<file path="src/rtl/branch_pc_unit_.sv">
// branch_pc_unit_ : architectural PC register and branch/jump resolution.
//
// Consumes the 0/1 comparison word from the ALU and turns the current
// instruction's branch operation into the next fetch address.
//
// Build option: define BRANCH_DELAY_SLOT_EN to give every taken branch or
// jump one delay-slot instruction at pc+4 before the target is fetched.
// Without it, taken resolutions load the target immediately. The port list
// is the same in both builds.
//
// Ports:
//   clk        in   rising-edge clock
//   reset_n    in   asynchronous active-low reset
//   adv        in   fetch advance; pc only moves when 1
//   br_op      in   00 seq, 01 branch-if-true, 10 branch-if-false, 11 jump
//   cmp_valid  in   cmp_result is valid for the current instruction
//   cmp_result in   comparison word, nonzero = true
//   br_imm     in   signed word offset for branches
//   j_target   in   word index for jumps
//   pc         out  current PC (registered)
//   redirect   out  one-cycle pulse after pc is loaded with a non-sequential target
//   stall      out  combinational: branch waiting on a valid comparison
//   taken_cnt  out  saturating count of taken branches and jumps

module branch_pc_unit_ #(
    parameter logic [31:0] RESET_PC = 32'h0000_0000,
    parameter int unsigned CNT_W    = 16
) (
    input  logic             clk,
    input  logic             reset_n,
    input  logic             adv,
    input  logic [1:0]       br_op,
    input  logic             cmp_valid,
    input  logic [31:0]      cmp_result,
    input  logic [15:0]      br_imm,
    input  logic [25:0]      j_target,
    output logic [31:0]      pc,
    output logic             redirect,
    output logic             stall,
    output logic [CNT_W-1:0] taken_cnt
);

    localparam logic [1:0] OpSeq     = 2'b00;
    localparam logic [1:0] OpBrTrue  = 2'b01;
    localparam logic [1:0] OpBrFalse = 2'b10;
    localparam logic [1:0] OpJump    = 2'b11;

    logic [31:0]      pc_q, pc_d;
    logic             redirect_q, redirect_d;
    logic [CNT_W-1:0] taken_cnt_q, taken_cnt_d;

    logic [31:0] seq;
    logic [31:0] br_tgt;
    logic [31:0] j_tgt;
    logic [31:0] target;
    logic        is_branch;
    logic        cond;
    logic        in_slot;
    logic        resolve;
    logic        taken;

    // ---------------------------------------------------------------
    // Address arithmetic (all modulo 2^32)
    // ---------------------------------------------------------------
    assign seq    = pc_q + 32'd4;
    assign br_tgt = seq + {{14{br_imm[15]}}, br_imm, 2'b00};
    assign j_tgt  = {seq[31:28], j_target, 2'b00};
    assign target = (br_op == OpJump) ? j_tgt : br_tgt;

    assign is_branch = (br_op == OpBrTrue) || (br_op == OpBrFalse);

    always_comb begin
        cond = 1'b0;
        unique case (br_op)
            OpSeq:     cond = 1'b0;
            OpBrTrue:  cond = |cmp_result;
            OpBrFalse: cond = ~|cmp_result;
            OpJump:    cond = 1'b1;
            default:   cond = 1'b0;
        endcase
    end

    // ---------------------------------------------------------------
    // Delay-slot FSM (RUN/SLOT) and pending-target latch
    // ---------------------------------------------------------------
`ifdef BRANCH_DELAY_SLOT_EN
    typedef enum logic {StRun, StSlot} state_e;

    state_e      state_q, state_d;
    logic [31:0] tgt_q, tgt_d;

    // State register
    always_ff @(posedge clk or negedge reset_n) begin
        if (!reset_n) begin
            state_q <= StRun;
        end else begin
            state_q <= state_d;
        end
    end

    // Next-state logic
    always_comb begin
        state_d = state_q;
        unique case (state_q)
            StRun:   if (taken) state_d = StSlot;
            StSlot:  if (adv) state_d = StRun;
            default: state_d = StRun;
        endcase
    end

    assign in_slot = (state_q == StSlot);

    // Output / datapath logic: the slot instruction's own inputs are ignored
    always_comb begin
        pc_d       = pc_q;
        redirect_d = 1'b0;
        tgt_d      = tgt_q;
        if (in_slot) begin
            if (adv) begin
                pc_d       = tgt_q;
                redirect_d = 1'b1;
            end
        end else if (resolve) begin
            pc_d = seq;
            if (taken) begin
                tgt_d = target;
            end
        end
    end

    always_ff @(posedge clk or negedge reset_n) begin
        if (!reset_n) begin
            tgt_q <= 32'h0000_0000;
        end else begin
            tgt_q <= tgt_d;
        end
    end
`else
    assign in_slot = 1'b0;

    always_comb begin
        pc_d       = pc_q;
        redirect_d = 1'b0;
        if (resolve) begin
            if (taken) begin
                pc_d       = target;
                redirect_d = 1'b1;
            end else begin
                pc_d = seq;
            end
        end
    end
`endif

    // A branch without a valid comparison holds fetch; never in the slot
    assign stall   = adv & is_branch & ~cmp_valid & ~in_slot;
    assign resolve = adv & ~stall & ~in_slot;
    assign taken   = resolve & cond;

    always_comb begin
        taken_cnt_d = taken_cnt_q;
        if (taken && (taken_cnt_q != {CNT_W{1'b1}})) begin
            taken_cnt_d = taken_cnt_q + CNT_W'(1);
        end
    end

    always_ff @(posedge clk or negedge reset_n) begin
        if (!reset_n) begin
            pc_q        <= RESET_PC;
            redirect_q  <= 1'b0;
            taken_cnt_q <= '0;
        end else begin
            pc_q        <= pc_d;
            redirect_q  <= redirect_d;
            taken_cnt_q <= taken_cnt_d;
        end
    end

    assign pc        = pc_q;
    assign redirect  = redirect_q;
    assign taken_cnt = taken_cnt_q;

endmodule

</file>
<file path="config.mk">
export PLATFORM = sky130hd
export DESIGN_NAME = branch_pc_unit_
export DESIGN_NICKNAME = d
export VERILOG_FILES = /design/src/rtl/branch_pc_unit_.sv
export SDC_FILE = /design/constraint.sdc
export NUM_CORES = 1
export LEC_CHECK = 0
export CORE_AREA = 2 2 96 98
export CTS_BUF_LIST = sky130_fd_sc_hd__clkbuf_2 sky130_fd_sc_hd__clkbuf_4 sky130_fd_sc_hd__clkbuf_8
export CTS_CLUSTER_SIZE = 20
export DETAILED_ROUTE_END_ITERATION = 8
export DIE_AREA = 0 0 98 100
export GPL_ROUTABILITY_DRIVEN = 0
export PLACE_DENSITY = 0.93
export SLEW_MARGIN = 20
export SYNTH_ARGS = -nofsm -noshare
export SYNTH_HDL_FRONTEND = slang
export SYNTH_SLANG_ARGS = --single-unit
</file>
<file path="constraint.sdc">
create_clock -name clk -period 11.1 [get_ports clk]
set_clock_uncertainty 0.2 [all_clocks]
set_input_delay 2.22 -clock clk [delete_from_list [all_inputs] [get_ports clk]]
set_output_delay 2.22 -clock clk [all_outputs]
set_load 0.01 [all_outputs]
</file>
==> results_dict.tcl <==
set metrics [dict create \
    grt.total_usage 0.290 \
    synth_edf_count 0 \
    wl_met2_um 7170 \
    grt_max_degree 38 \
    cts_setup_buffers 0 \
    core_mm2 0.00889 \
    cp_common_cell "clkdlybuf4s50_1" \
    powerDensity_mw_per_mm2 226 \
    cts_hold_buf 0 \
    clk_path_buf_depth 2 \
    num_rows 35 \
    dp_hpwl_um 11000 \
    area_growth_pct 32.2 \
    period_share 0.555 \
    worstPathArrival_ps 3740 \
    top_layer_used "met4" \
    wl_per_cell_um 18.4 \
    cts.sinks 47 \
    ys_seq_elements 47 \
    period_minus_slack_ps 6160 \
    gr-total-overflow 0 \
    critPathLaunchType "input pin" \
    cts_tree "done" \
    synth_most_common_cell "nand2_1" \
    start_util 0.521 \
    ys.flop_type "dfrtp_1" \
    worstReg2RegStart "pc[4]$_DFFE_PN0P_" \
    die_height_um 100 \
    final.hold.worst_slack_ps 309 \
    syn-cell-area_mm2 0.00463 \
    synth.distinct_cells 65 \
    utilization 0.688 \
    met3_wirelength_um 1400 \
    ant_nets 0 \
    antenna_found_initial 0 \
    worstHoldStart "pc[31]$_DFFE_PN0P_" \
    dr.pass1.iters 5 \
    clock_latency_ps 310 \
    synth_largest_area_cell "dfrtp_1" \
    slew-limit-headroom 0.406 \
    synth_common_cells "nand2_1, a21oi_1, xnor2_1" \
    worstPathRequired_ps 8680 \
    leakagePower_uw 0.00249 \
    async_flop_share 1.00 \
    port_buffers 127 \
    synth_warnings 0 \
    io_pins 130 \
    fp.dieW_um 98 \
    h-tree-depth 2 \
    worstSetupPathType "input pin to primary output" \
    die_area_mm2 0.00980 \
    crit_start "br_op[0]" \
    yosysTopAreaCellShare 0.254 \
    drt_iter0_markers 357 \
    ys_top_cells_by_area "dfrtp_1, ha_1, xnor2_1, a21oi_1, o21ai_0" \
    root_buffer "clkbuf_8" \
    numCtsBuffers 5 \
    grt_pass1_wl_um 23200 \
    max_cap_violations 0 \
    grt_pass1_vias 4861 \
    cp-end-kind "primary output" \
    worst_pin_slew_ps 888 \
    wl_met1_um 5600 \
    antenna_cells 0 \
    tns_ps 0 \
    critPathMaxFanout 3 \
    status "finished clean" \
    rsz0062_at_grt "no" \
    finalHoldViolations 0 \
    cp_slowest_cell "clkdlybuf4s50_1" \
    clock.fmax_mhz 162 \
    cts-resized-gates 0 \
    drive_above_1_share 0.0468 \
    avgViaCountPerCell 6.26 \
    ir_worst_vdd_v 0.000142 \
    seq_area_frac_synth 0.254 \
    avgSynthCellArea_um2 8.22 \
    totalWireLength_um 14600 \
    clk_pin_slew_ps 100 \
    drc_errors 0 \
    min-delay-path-class "flop to flop" \
    nets 803 \
    finalSetupViolations 0 \
    synth_cells 563 \
    worstPathCellList "clkdlybuf4s50_1 -> ha_1 -> nand2b_1 -> nor2_1 -> clkdlybuf4s50_1" \
    via_count 4978 \
    max_stage_delay_ps 560 \
    slew_viol_final 0 \
    fillers 675 \
]
-- worst max-delay path, delay by kind of cell --
kind,cells,cell delay (ps)
adder cells (fa/ha/maj),1,310
buffers and inverters,2,1000
AND/OR/NAND/NOR,2,210
-- per-stage QoR --
stage	power [uW]	worst slack, ps	std cells	area [um2]
5_1_grt	1480	4870	795	6120
6_report	1380	4940	795	6120
4_1_cts	1360	4920	795	6120
2_1_floorplan	912	5970	564	4630
3_3_place_gp	1180	5010	786	5980
3_5_place_dp	1220	4940	787	6000
-- layout by cell type, fill, tap and decap left out, drive strengths merged, types with 7 or more instances in the layout --
cell type / instances
dfrtp: 47
nor4: 13
nand2b: 7
xnor2: 50
or3: 7
a22oi: 10
xor2: 13
and3: 7
a21o: 15
inv: 22
nor2: 36
nand3: 19
clkdlybuf4s50: 126
nand2: 54
o21ai: 43
mux2i: 9
nor3: 14
ha: 39
nand4: 16
a21oi: 52
-- where the power goes --
group	internal, uW	switching [uW]	total (uW)	leakage, uW
sequential	232	110	341	0.000591
clock	68.5	68.5	137	0.0000587
combinational	435	467	902	0.00184
-- layer usage --
metal,track usage,vias up
met1,0.352,2302
met3,0.0508,42
li1,-,2314
met2,0.512,320
met5,0,-
met4,0.119,0
-- worst paths after layout --
| check | to | slack (ps) | cells past startpoint |
|---|---|---|---|
| worst max-delay path | stall | 4940 | 5 |
| max in group asynchronous | pc[8]$_DFFE_PN0P_ | 8420 | 2 |
| worst min-delay path | pc[31]$_DFFE_PN0P_ | 310 | 1 |
| min in group asynchronous | taken_cnt[5]$_DFFE_PN0P_ | 1740 | 1 |
| worst min register to register | pc[31]$_DFFE_PN0P_ | 310 | 1 |
| worst max register to register | pc[26]$_DFFE_PN0P_ | 6560 | 14 |
-- kinds of logic (layout without fill, tap and decap cells) --
family	after synthesis	after routing	synth area share
AO/OA/AOI/OAI	169	169	0.237
XOR/XNOR	63	63	0.119
adder cells (fa/ha/maj)	40	40	0.110
buffers and inverters	39	159	0.0335
flip-flops	47	47	0.254
multiplexers	12	12	0.0268
other	1	2	0.000810
AND/OR/NAND/NOR	192	192	0.219
-- area by class of cell --
| cell class | count | area, um2 | area share |
|---|---|---|---|
| tap | 111 | 139 | 0.0227 |
| clock buffer | 5 | 68.8 | 0.0112 |
| inverter | 21 | 78.8 | 0.0129 |
| sequential | 47 | 1180 | 0.192 |
| timing repair buffer | 130 | 1310 | 0.214 |
| clock inverter | 3 | 47.5 | 0.00777 |
| multi-input combinational | 478 | 3300 | 0.539 |
-- registers in the layout, indices dropped and copies added, names as in the netlist --
register   cells
pc            30
taken_cnt     16
redirect       1
No activity file was read; power rests on OpenSTA's default activity.
